==> config.mk <==
export PLATFORM = sky130hd
export DESIGN_NAME = pipe_hazard_ctrl
export DESIGN_NICKNAME = d
export VERILOG_FILES = /design/src/rtl/pipe_hazard_ctrl.sv
export SDC_FILE = /design/constraint.sdc
export NUM_CORES = 1
export LEC_CHECK = 0
export ABC_AREA = 1
export BUFFER_PORTS_ARGS = -buffer_cell sky130_fd_sc_hd__buf_2
export CORE_MARGIN = 4
export CORE_UTILIZATION = 52
export DETAILED_ROUTE_END_ITERATION = 12
export PLACE_DENSITY = 0.8
export SLEW_MARGIN = 20
export SYNTH_ARGS = -nofsm -noshare
export SYNTH_HDL_FRONTEND = slang
export SYNTH_SLANG_ARGS = --single-unit
==> constraint.sdc <==
create_clock -name Clk -period 1.9 [get_ports Clk]
set_input_delay 0.38 -clock Clk [delete_from_list [all_inputs] [get_ports Clk]]
set_output_delay 0.38 -clock Clk [all_outputs]
set_load 0.01 [all_outputs]
==> src/rtl/pipe_hazard_ctrl.sv <==
// pipe_hazard_ctrl: pipeline stall/flush control with load-use detection and data-memory wait/timeout FSM
module pipe_hazard_ctrl #(
  parameter int MEM_TIMEOUT = 8
) (
  input  logic        Clk,
  input  logic        Reset,
  input  logic [4:0]  Rs_ID,
  input  logic [4:0]  Rt_ID,
  input  logic        UsesRt_ID,
  input  logic        MemRead_EX,
  input  logic        RegWrite_EX,
  input  logic [4:0]  WriteReg_EX,
  input  logic        MemRead_MEM,
  input  logic        MemWrite_MEM,
  input  logic        MemReady,
  input  logic        BranchTaken_EX,
  input  logic [1:0]  Jump_ID,
  output logic        PCWrite,
  output logic        IFID_Write,
  output logic        IDEX_Write,
  output logic        EXMEM_Write,
  output logic        MEMWB_Write,
  output logic        IFID_Flush,
  output logic        IDEX_Flush,
  output logic        MemReq,
  output logic        MemErr,
  output logic [15:0] StallCycles
);
  typedef enum logic [1:0] {RUN, MEM_WAIT, ERROR} state_t;
  state_t state;
  logic [7:0] wait_cnt;
  logic err, mem_access, mem_stall, load_use, timeout, freeze;
  assign err        = state == ERROR;
  assign mem_access = MemRead_MEM | MemWrite_MEM;
  assign mem_stall  = !err && mem_access && !MemReady;
  assign load_use   = MemRead_EX && RegWrite_EX && WriteReg_EX != 5'd0 &&
                      (WriteReg_EX == Rs_ID || (UsesRt_ID && WriteReg_EX == Rt_ID));
  assign timeout    = wait_cnt == 8'(MEM_TIMEOUT - 1);
  assign freeze     = err || mem_stall;
  // A taken branch squashes the load-use bubble since the dependent instruction is discarded anyway.
  assign PCWrite     = !freeze && (BranchTaken_EX || !load_use);
  assign IFID_Write  = !freeze && (BranchTaken_EX || !load_use);
  assign IDEX_Write  = !freeze;
  assign EXMEM_Write = !freeze;
  assign MEMWB_Write = !freeze;
  assign IFID_Flush  = !freeze && (BranchTaken_EX || (!load_use && Jump_ID != 2'd0));
  assign IDEX_Flush  = !freeze && (BranchTaken_EX || load_use);
  assign MemReq      = !err && mem_access;
  assign MemErr      = err;
  always_ff @(posedge Clk or posedge Reset) begin
    if (Reset) begin
      state       <= RUN;
      wait_cnt    <= '0;
      StallCycles <= '0;
    end else begin
      state    <= mem_stall ? (timeout ? ERROR : MEM_WAIT) : (err ? ERROR : RUN);
      wait_cnt <= mem_stall ? wait_cnt + 8'd1 : 8'd0;
      if (!PCWrite && StallCycles != 16'hFFFF) StallCycles <= StallCycles + 16'd1;
    end
  end
endmodule

==> run summary, run 1 <==
========================================================================================================
Initial detailed-routing violation count                                                              94
Share of power burned in combinational logic                                                       24.8%
Depth of the worst register-to-register path                                                           9
Clock latency on the worst-skew pair                                                              320 ps
Number of inserted diodes                                                                              0
Fin crit period                                                                                  1860 ps
Startpoint-to-endpoint class of the critical path                                                reg2out
Clock network fraction of design power                                                             22.0%
Switching share of power                                                                           31.5%
Drt first pass iters                                                                                   4
Required time at the endpoint of the critical path                                               1520 ps
Overall power consumption                                                                        1.25 mW
Unique cell type count in the Yosys netlist                                                           24
Nature of the critical path startpoint                                                         flip-flop
Worst stage delay on the critical path                                                            420 ps
Post-CTS clock slew at the launch and capture registers of the worst setup and hold paths         140 ps
Result of the run                                                                              completed
Endpoint of the worst register-to-register path                                             StallCycles[1]
Number of CTS-inserted buffers                                                                         3
Crit-path max FO                                                                                       6
Chip Width                                                                                       66.1 um
Largest net degree at the start of global routing                                                     27
Height of the chip                                                                               66.1 um
Power Internal                                                                                    857 uW
Sinks on Clock Net                                                                                    26
Setup Skew                                                                                       6.43 ps
Filler cell count in the final layout                                                                309
Number of max-cap violations                                                                           0
CTS tree                                                                                             yes
Initial antenna violation count                                                                        0
Cell area after synthesis                                                                      1760 um^2
Sequential cell area fraction in the yosys report                                                  37.1%
Relative contribution of sequential cells to total power                                           53.2%
Leakage dissipation                                                                              1.26 nW
Number of max-slew violations in the final report                                                      0
Global route overflow                                                                                  0
Power density cells                                                                          595 nW/um^2
Final setup fails                                                                                      0
Combined global-route utilization of all metal layers                                              17.5%
Hold Violations, Final                                                                                 0
Vias after detailed routing                                                                         1640
CP max stage cell                                                                                dfrtp_1
Hold Worst Slack                                                                                 87.0 ps
Die Area                                                                                       4370 um^2
Initial core utilization                                                                           55.7%
Post-synthesis cell count                                                                            248
Row count                                                                                             20
Sw power                                                                                          395 uW
Critical register-to-register path startpoint                                               StallCycles[0]
Yosys reg bits                                                                                        26
Total Negative Setup Slacks                                                                         0 ps
Depth of the CTS H-tree                                                                                1
Transition at the pin with the smallest max-transition slack                                      372 ps
Synthesized Nets                                                                                     276
Synthesized area per cell                                                                      7.08 um^2
Antenna violation net count after detailed routing                                                     0
I/O pin count                                                                                         51
Detailed-route wire length                                                                       3610 um
Floorplan Core Area                                                                            3150 um^2
Arrival time worst endpoint                                                                      1480 ps
Setup repair after global routing missed its margin                                                  yes
Area Overhead vs Synth                                                                             20.0%
Net count reported at finish                                                                         330
Port buffer count                                                                                     50
Flop2flop setup slack                                                                             210 ps
Wirelength per Cell                                                                              10.5 um
Max Clk Rate                                                                                     538 MHz
Fraction of final layout cells sized beyond drive strength 1                                       26.2%
Post-route DRC                                                                                         0
Cell-by-cell trace of the critical path                                                     nor2_4 > a211oi_4 > buf_4 > nor3_2 > buf_2
Largest vdd supply drop                                                                         0.417 mV
Relative slew margins                                                                              75.0%
Vias per cell                                                                                       4.75
Maximum clock path buffer count                                                                        2
Global-route wire length before repair                                                           6030 um
Count of synthesis-stage warnings from yosys                                                           0
Critical path endpoint category                                                             primary output
Detailed Place HPWL                                                                              2860 um
Global placer's final weighted congestion                                                          0.791
Kind of path behind the tightest hold check                                                     in2async
Post-route fraction of the period consumed by the critical path                                    97.9%
Library cell used as clock root buffer                                                          clkbuf_4
Via count of the first global-routing pass                                                          1426
========================================================================================================
layout make-up:
cell class	instances	area, um^2	area share [%]
multi-input cells	174	908	43.1
flip-flops and latches	26	651	30.9
repair buffers	56	302	14.3
inverters	41	154	7.31
well taps	44	55.1	2.61
clock buffers	4	36.3	1.72
worst max-delay path, delay by kind of cell (launching register included):
family                 cells  cell delay, ps
buffers and inverters      2             310
flip-flops                 1             420
AND/OR/NAND/NOR            2             370
AO/OA/AOI/OAI              1              70
sequential cells by signal, summed over array words and instances, names as in the netlist:
name and flops:
state 2, wait_cnt 8, StallCycles 16
metrics by stage:
stage | instances | setup WS [ps] | area [um^2] | util [%]
2_1_floorplan | 248 | 91.1 | 1760 | -
3_3_place_gp | 339 | 238 | 2030 | 64.4
3_5_place_dp | 339 | 194 | 2030 | 64.4
4_1_cts | 343 | 3.02 | 2070 | 65.6
5_1_grt | 345 | -54.5 | 2110 | 66.8
6_report | 345 | 40.1 | 2110 | 66.8
layer usage:
layer / vias to the layer above / share of wire (%) / track usage [%]
met3: 4 / 6.0 / 2.72
li1: 871 / - / -
met1: 734 / 48 / 24.0
met5: - / 0 / 0
met2: 31 / 45 / 28.3
met4: 0 / 0.89 / 5.33
cells in the mapped netlist:
cell type	count	share of area [%]
nand2_1	76	16
inv_1	36	7.7
nand3_1	27	7.7
dfrtp_1	26	37
nor2_1	21	4.5
nor3_1	9	2.6
xor2_1	9	4.5
a21oi_1	6	1.7
buf_4	5	2.1
inv_2	5	1.1
nand4_1	5	1.8
nor2_4	3	1.9
o21ai_0	3	0.86
xnor2_1	3	1.5
buf_6	2	1.3
ha_1	2	1.4
nand2_2	2	0.71
nand2_4	2	1.3
a211oi_4	1	1.1
nand3_2	1	0.57
nor2_2	1	0.36
nor3b_1	1	0.43
nor4_1	1	0.36
nor4_4	1	1.2
power groups by stage:
stage / logic (mW) / registers (mW) / clock network [mW]
2_1_floorplan: 0.178 / 0.687 / 0
3_3_place_gp: 0.302 / 0.674 / 0
3_5_place_dp: 0.309 / 0.678 / 0
4_1_cts: 0.310 / 0.668 / 0.287
5_1_grt: 0.359 / 0.679 / 0.302
6_report: 0.311 / 0.666 / 0.275
how the worst max path moves through the flow:
stage	from	end	slack (ps)	cells past startpoint
after floorplan	state[0]	PCWrite	90	7
after global placement	WriteReg_EX[0]	IFID_Write	240	11
after detailed placement	WriteReg_EX[0]	PCWrite	190	11
after CTS	state[1]	PCWrite	3	7
after global routing	state[0]	IFID_Flush	-50	6
final	state[0]	IDEX_Flush	40	5
kinds of logic (layout without fill, tap and decap cells):
group	count (synthesis)	in the layout	share of synthesized area (%)
AOI/OAI and AO/OA	10	10	3.71
and+or+nand+nor	150	150	39.6
adders and majority gates	2	2	1.43
buffers and inverters	48	101	12.2
DFF	26	26	37.1
xor gates and xnor gates	12	12	5.99
cell usage in the layout (no fill, tap or decap), types with 2 or more instances in the layout:
cell	netlist	layout
xor2_1	9	9
nor2_4	3	4
a21oi_1	6	6
o21ai_0	3	3
nor3_1	9	8
xnor2_1	3	3
ha_1	2	2
buf_2	0	49
nand2_1	76	76
inv_2	5	6
nor2_1	21	20
nand4_1	5	5
nand2_4	2	3
dfrtp_1	26	26
nand3_1	27	27
clkbuf_4	0	3
inv_1	36	35
buf_4	5	6
what timing repair did:
action / in CTS / in global routing
gates cloned: 0 / 0
hold buffers: 0 / 0
endpoints found under the setup margin: 3 / 4
buffers inserted: 0 / 2
gates resized for setup: 0 / 6
pin swaps: 1 / 3
Note: power is estimated with default switching activity, not from simulation.
==> run 2, diff against run 1 <==
CORE_UTILIZATION = 54   (was 52)
CTS_BUF_LIST = sky130_fd_sc_hd__clkbuf_4   (was unset)
PLACE_DENSITY = 0.83   (was 0.8)
==> run 2 against run 1 <==
Cell count grew 0.58%. Largest cell class unchanged. Critical endpoint unchanged. Total power decreased by 4.2%. Final area fell by 0.24%. Highest routed layer unchanged. Via count is 2.8% higher. Clock-buffer cell count shrank 1. Critical path depth up 1. Hold slack got worse by 3.1 ps. Sequential share of layout area increased by 0.074 points. Die area decreased by 3.3%.
==> run summary, run 2 (synthesis results as in run 1) <==
========================================================================================================
Startpoint-to-endpoint class of the critical path                                                reg2out
Number of max-slew violations in the final report                                                      0
Fin crit period                                                                                  1820 ps
Smallest setup slack after layout                                                                79.9 ps
Result of the run                                                                              completed
Relative slew margins                                                                              76.3%
Non-filler instance count after layout                                                               347
Wirelength per Cell                                                                              11.1 um
Kind of path behind the tightest hold check                                                     in2async
Initial core utilization                                                                           57.0%
Max Clk Rate                                                                                     549 MHz
Transition at the pin with the smallest max-transition slack                                      353 ps
Depth of the CTS H-tree                                                                                1
Cell-by-cell trace of the critical path                                                     inv_2 > nor2_4 > a211oi_4 > buf_4 > nor3_1 > buf_2
Total Negative Setup Slacks                                                                         0 ps
Largest net degree at the start of global routing                                                     27
Max FFs per register                                                                                  16
Number of cells on the critical path                                                                   6
Commonest non-fill, non-tap cell in the layout                                                   nand2_1
Final setup fails                                                                                      0
Fraction of final layout cells sized beyond drive strength 1                                       26.1%
Instance area after placement                                                                  2030 um^2
Net count reported at finish                                                                         333
Critical path endpoint category                                                             primary output
Number of inserted diodes                                                                              0
Critical Path Sink                                                                            IDEX_Flush
Detailed-route wire length                                                                       3860 um
Clock latency on the worst-skew pair                                                              320 ps
Number of max-cap violations                                                                           0
Drt first pass iters                                                                                   5
Antenna violation net count after detailed routing                                                     0
Sum of buffers and inverters on the critical path                                                      3
Sinks on Clock Net                                                                                    26
Floorplan Core Area                                                                            3080 um^2
Util after Layout                                                                                  68.3%
Height of the chip                                                                               65.0 um
Global-route wire length before repair                                                           6690 um
CTS tree                                                                                             yes
Nature of the critical path startpoint                                                         flip-flop
Hold Worst Slack                                                                                 83.9 ps
Depth of the worst register-to-register path                                                          11
Setup repair after global routing missed its margin                                                  yes
Worst stage delay on the critical path                                                            390 ps
Detailed Place HPWL                                                                              3030 um
Post-route fraction of the period consumed by the critical path                                    95.8%
Crit-path max FO                                                                                       6
Chip Width                                                                                       65.0 um
Register with the highest flop count                                                         StallCycles
Power density cells                                                                          571 nW/um^2
Post-Place Cells                                                                                     339
Row count                                                                                             20
Via count of the first global-routing pass                                                          1588
Die Area                                                                                       4230 um^2
Global placer's final weighted congestion                                                          0.799
Worst setup slack after placement                                                                 217 ps
Kind of cell adding the most delay to the critical path                                       flip-flops
Cell area after layout                                                                         2100 um^2
Combined global-route utilization of all metal layers                                              19.6%
Flop2flop setup slack                                                                             200 ps
Port buffer count                                                                                     50
Post-route DRC                                                                                         0
Leading cell types in the layout, fill and taps excluded                                    nand2_1, buf_2, inv_1
Vias per cell                                                                                       4.86
Launch point of the worst path                                                                  state[1]
Overall power consumption                                                                        1.20 mW
Global route overflow                                                                                  0
Endpoint of the worst register-to-register path                                             StallCycles[9]
I/O pin count                                                                                         51
Initial antenna violation count                                                                        0
Vias after detailed routing                                                                         1686
Maximum clock path buffer count                                                                        2
Area Overhead vs Synth                                                                             19.7%
Post-CTS clock slew at the launch and capture registers of the worst setup and hold paths         130 ps
Largest vdd supply drop                                                                         0.487 mV
CP max stage cell                                                                                dfrtp_1
Top Registers                                                                               StallCycles x16, wait_cnt x8, state x2
Library cell used as clock root buffer                                                          clkbuf_4
Critical register-to-register path startpoint                                               StallCycles[0]
Filler cell count in the final layout                                                                292
Leakage dissipation                                                                              1.26 nW
Number of CTS-inserted buffers                                                                         3
Initial detailed-routing violation count                                                              91
Required time at the endpoint of the critical path                                               1520 ps
Setup Skew                                                                                       12.9 ps
Hold Violations, Final                                                                                 0
Arrival time worst endpoint                                                                      1440 ps
========================================================================================================
run 2: cell count changes in the layout (fill, tap and decap cells not counted):
| cell | previous run | this run |
|---|---|---|
| nor3_2 | 1 | 0 |
| buf_4 | 6 | 9 |
| buf_6 | 1 | 0 |
| nor3_1 | 8 | 9 |
| nor2_2 | 1 | 0 |
| clkbuf_8 | 1 | 0 |
| buf_2 | 49 | 50 |
| nor2_1 | 20 | 21 |
run 2: area by class of cell:
type	count	area [um^2]	area share, %
clock buffers	3	22.5	1.07
inverters	41	154	7.33
multi-input cells	174	901	42.9
flip-flops and latches	26	651	31.0
well taps	44	55.1	2.62
repair buffers	59	318	15.1
run 2: worst min-delay path by stage:
| stage | from | endpoint | slack, ps | cells past startpoint |
|---|---|---|---|---|
| after floorplan | Reset | StallCycles[0] | 420 | 1 |
| after global placement | Reset | StallCycles[8] | 450 | 3 |
| after global routing | Reset | StallCycles[8] | 100 | 3 |
| after CTS | Reset | StallCycles[2] | 90 | 3 |
| final | Reset | StallCycles[8] | 80 | 3 |
| after detailed placement | Reset | StallCycles[8] | 450 | 3 |
run 2: power breakdown:
| part | total, mW | switching, mW | internal [mW] |
|---|---|---|---|
| clock network | 0.224 | 0.149 | 0.0743 |
| registers | 0.668 | 0.0685 | 0.599 |
| logic | 0.308 | 0.171 | 0.137 |
run 2: timing repair:
item | CTS | global route
hold buffers | 0 | 0
pin swaps | 1 | 2
setup buffers | 2 | 3
resized for setup | 0 | 3
setup endpoints to repair | 1 | 4
run 2: worst reg2reg max path, delay by kind of cell, from the launching register on:
family	cells	cell delay, ps
DFF	1	430
and+or+nand+nor	9	940
adders and majority gates	1	220
buffers and inverters	1	60
run 2: routing by layer:
metal	up-vias	share of wire, %	global-route usage [%]	wire length (um)
li1	882	-	-	-
met1	750	45	25.1	1730
met2	48	49	33.6	1870
met3	6	5.6	3.81	215
met4	0	1.0	5.18	40
met5	-	0	0	0
==> run 3, diff against run 2 <==
PLACE_DENSITY = 0.84   (was 0.83)
==> run 3 against run 2 <==
Sequential share of layout area decreased by 0.58 points. Cell count increased by 1.4%. Die area did not move. Routed wire length fell by 0.13%. Sequential power about the same. Critical endpoint unchanged. Largest cell class unchanged.
==> run summary, run 3 (synthesis results as in run 1) <==
========================================================================================================
Sinks on Clock Net                                                                                    26
Layer with the highest usage after global routing                                                   met2
Cell-by-cell trace of the critical path                                                     nor2_4 > a211oi_4 > buf_4 > nor3_1 > buf_2
Non-filler instance count after layout                                                               352
Critical path endpoint category                                                             primary output
Global route overflow                                                                                  0
Row count                                                                                             20
Initial antenna violation count                                                                        0
Kind of cell adding the most delay to the critical path                                       flip-flops
CTS tree                                                                                             yes
Kind of path behind the tightest hold check                                                     in2async
Post-route DRC                                                                                         0
Sum of buffers and inverters on the critical path                                                      2
Combined global-route utilization of all metal layers                                              18.8%
Leading cell types in the layout, fill and taps excluded                                    nand2_1, buf_2, inv_1
Final setup fails                                                                                      0
Arrival time worst endpoint                                                                      1450 ps
Util after Layout                                                                                  69.6%
Met1 Usage GRT                                                                                     24.3%
Detailed Place HPWL                                                                              2860 um
Startpoint-to-endpoint class of the critical path                                                reg2out
Max FFs per register                                                                                  16
Number of CTS-inserted buffers                                                                         3
Maximum clock path buffer count                                                                        2
Net count reported at finish                                                                         338
Initial core utilization                                                                           57.0%
Worst stage delay on the critical path                                                            410 ps
Height of the chip                                                                               65.0 um
Total Negative Setup Slacks                                                                         0 ps
Die Area                                                                                       4230 um^2
Power density cells                                                                          571 nW/um^2
Result of the run                                                                              completed
Post-Place Cells                                                                                     339
Wirelength per Cell                                                                              11.0 um
Via count of the first global-routing pass                                                          1531
Detailed-route wire length                                                                       3860 um
Global placer's final weighted congestion                                                          0.802
Initial detailed-routing violation count                                                              65
Chip Width                                                                                       65.0 um
Global-route wire length before repair                                                           6370 um
Area Overhead vs Synth                                                                             22.0%
Setup Skew                                                                                       5.45 ps
Clock latency on the worst-skew pair                                                              320 ps
Vias per cell                                                                                       4.84
Nature of the critical path startpoint                                                         flip-flop
CP max stage cell                                                                                dfrtp_1
Vias after detailed routing                                                                         1703
I/O pin count                                                                                         51
Met3 Usage GRT                                                                                     3.81%
Hold Violations, Final                                                                                 0
Drt first pass iters                                                                                   5
Max Clk Rate                                                                                     547 MHz
Depth of the CTS H-tree                                                                                1
Number of inserted diodes                                                                              0
Hold Worst Slack                                                                                 89.2 ps
Largest net degree at the start of global routing                                                     27
Register with the highest flop count                                                         StallCycles
Crit-path max FO                                                                                       6
Number of max-slew violations in the final report                                                      0
Floorplan Core Area                                                                            3080 um^2
Filler cell count in the final layout                                                                258
Antenna violation net count after detailed routing                                                     0
Commonest non-fill, non-tap cell in the layout                                                   nand2_1
Required time at the endpoint of the critical path                                               1520 ps
Overall power consumption                                                                        1.22 mW
Fraction of final layout cells sized beyond drive strength 1                                       27.3%
Top Registers                                                                               StallCycles x16, wait_cnt x8, state x2
Library cell used as clock root buffer                                                          clkbuf_4
Leakage dissipation                                                                              1.29 nW
Post-route fraction of the period consumed by the critical path                                    96.1%
Relative slew margins                                                                              76.9%
Transition at the pin with the smallest max-transition slack                                      344 ps
Number of max-cap violations                                                                           0
Largest vdd supply drop                                                                         0.543 mV
Fin crit period                                                                                  1830 ps
Port buffer count                                                                                     50
Met2 layer usage reported by global route                                                          32.6%
Post-CTS clock slew at the launch and capture registers of the worst setup and hold paths         130 ps
========================================================================================================
run 3: cell count changes in the layout (fill, tap and decap cells not counted), sizes merged:
cell	previous run	this run
buf	59	64
run 3: layout make-up:
cell class              count  area (um^2)  area share (%)
clock buffers               3         22.5            1.05
inverters                  41          154            7.19
multi-input cells         174          903            42.2
well taps                  44         55.1            2.57
repair buffers             64          355            16.6
flip-flops and latches     26          651            30.4
run 3: report_power, final:
part,internal (mW),total (mW),switching (mW),leakage (nW)
clock network,0.0744,0.228,0.154,0.0138
logic,0.152,0.330,0.178,0.918
registers,0.599,0.665,0.0654,0.354
total,0.825,1.22,0.398,1.29
run 3: stage by stage:
stage | cell area [um^2] | setup slack [ps]
finish | 2140 | 73.4
global route | 2140 | -39.7
CTS | 2080 | 37.6
detailed placement | 2030 | 168
global placement | 2030 | 182
floorplan | 1760 | 91.1
run 3: path summary, 6_finish.rpt:
path / endpoint / slack, ps / cells after the start / startpoint
worst max register to register: StallCycles[4] / 210 / 9 / StallCycles[1]
worst min-delay path: StallCycles[8] / 90 / 3 / Reset
min in group Clk: wait_cnt[4] / 460 / 5 / MemReady
worst max-delay path: IDEX_Flush / 70 / 5 / state[0]
max in group asynchronous: StallCycles[11] / 1570 / 3 / Reset
worst min register to register: wait_cnt[0] / 490 / 1 / wait_cnt[0]
run 3: per-layer routing:
metal	vias up	wire (um)
met5	-	0
met3	6	237
met2	37	1870
met1	775	1720
li1	885	-
met4	0	31
run 3: timing repair:
| action | in CTS | in global routing |
|---|---|---|
| setup endpoints to repair | 3 | 7 |
| endpoints found under the hold margin | 0 | 0 |
| gates resized for setup | 2 | 1 |
| setup buffers | 2 | 8 |
| pin swaps | 1 | 3 |
| hold buffers | 0 | 0 |
run 3: worst register-to-register path: cells and delay by family (launching register included):
family,cells,cell delay (ps)
flops,1,410
fa+ha+maj,1,220
simple gates,8,1000
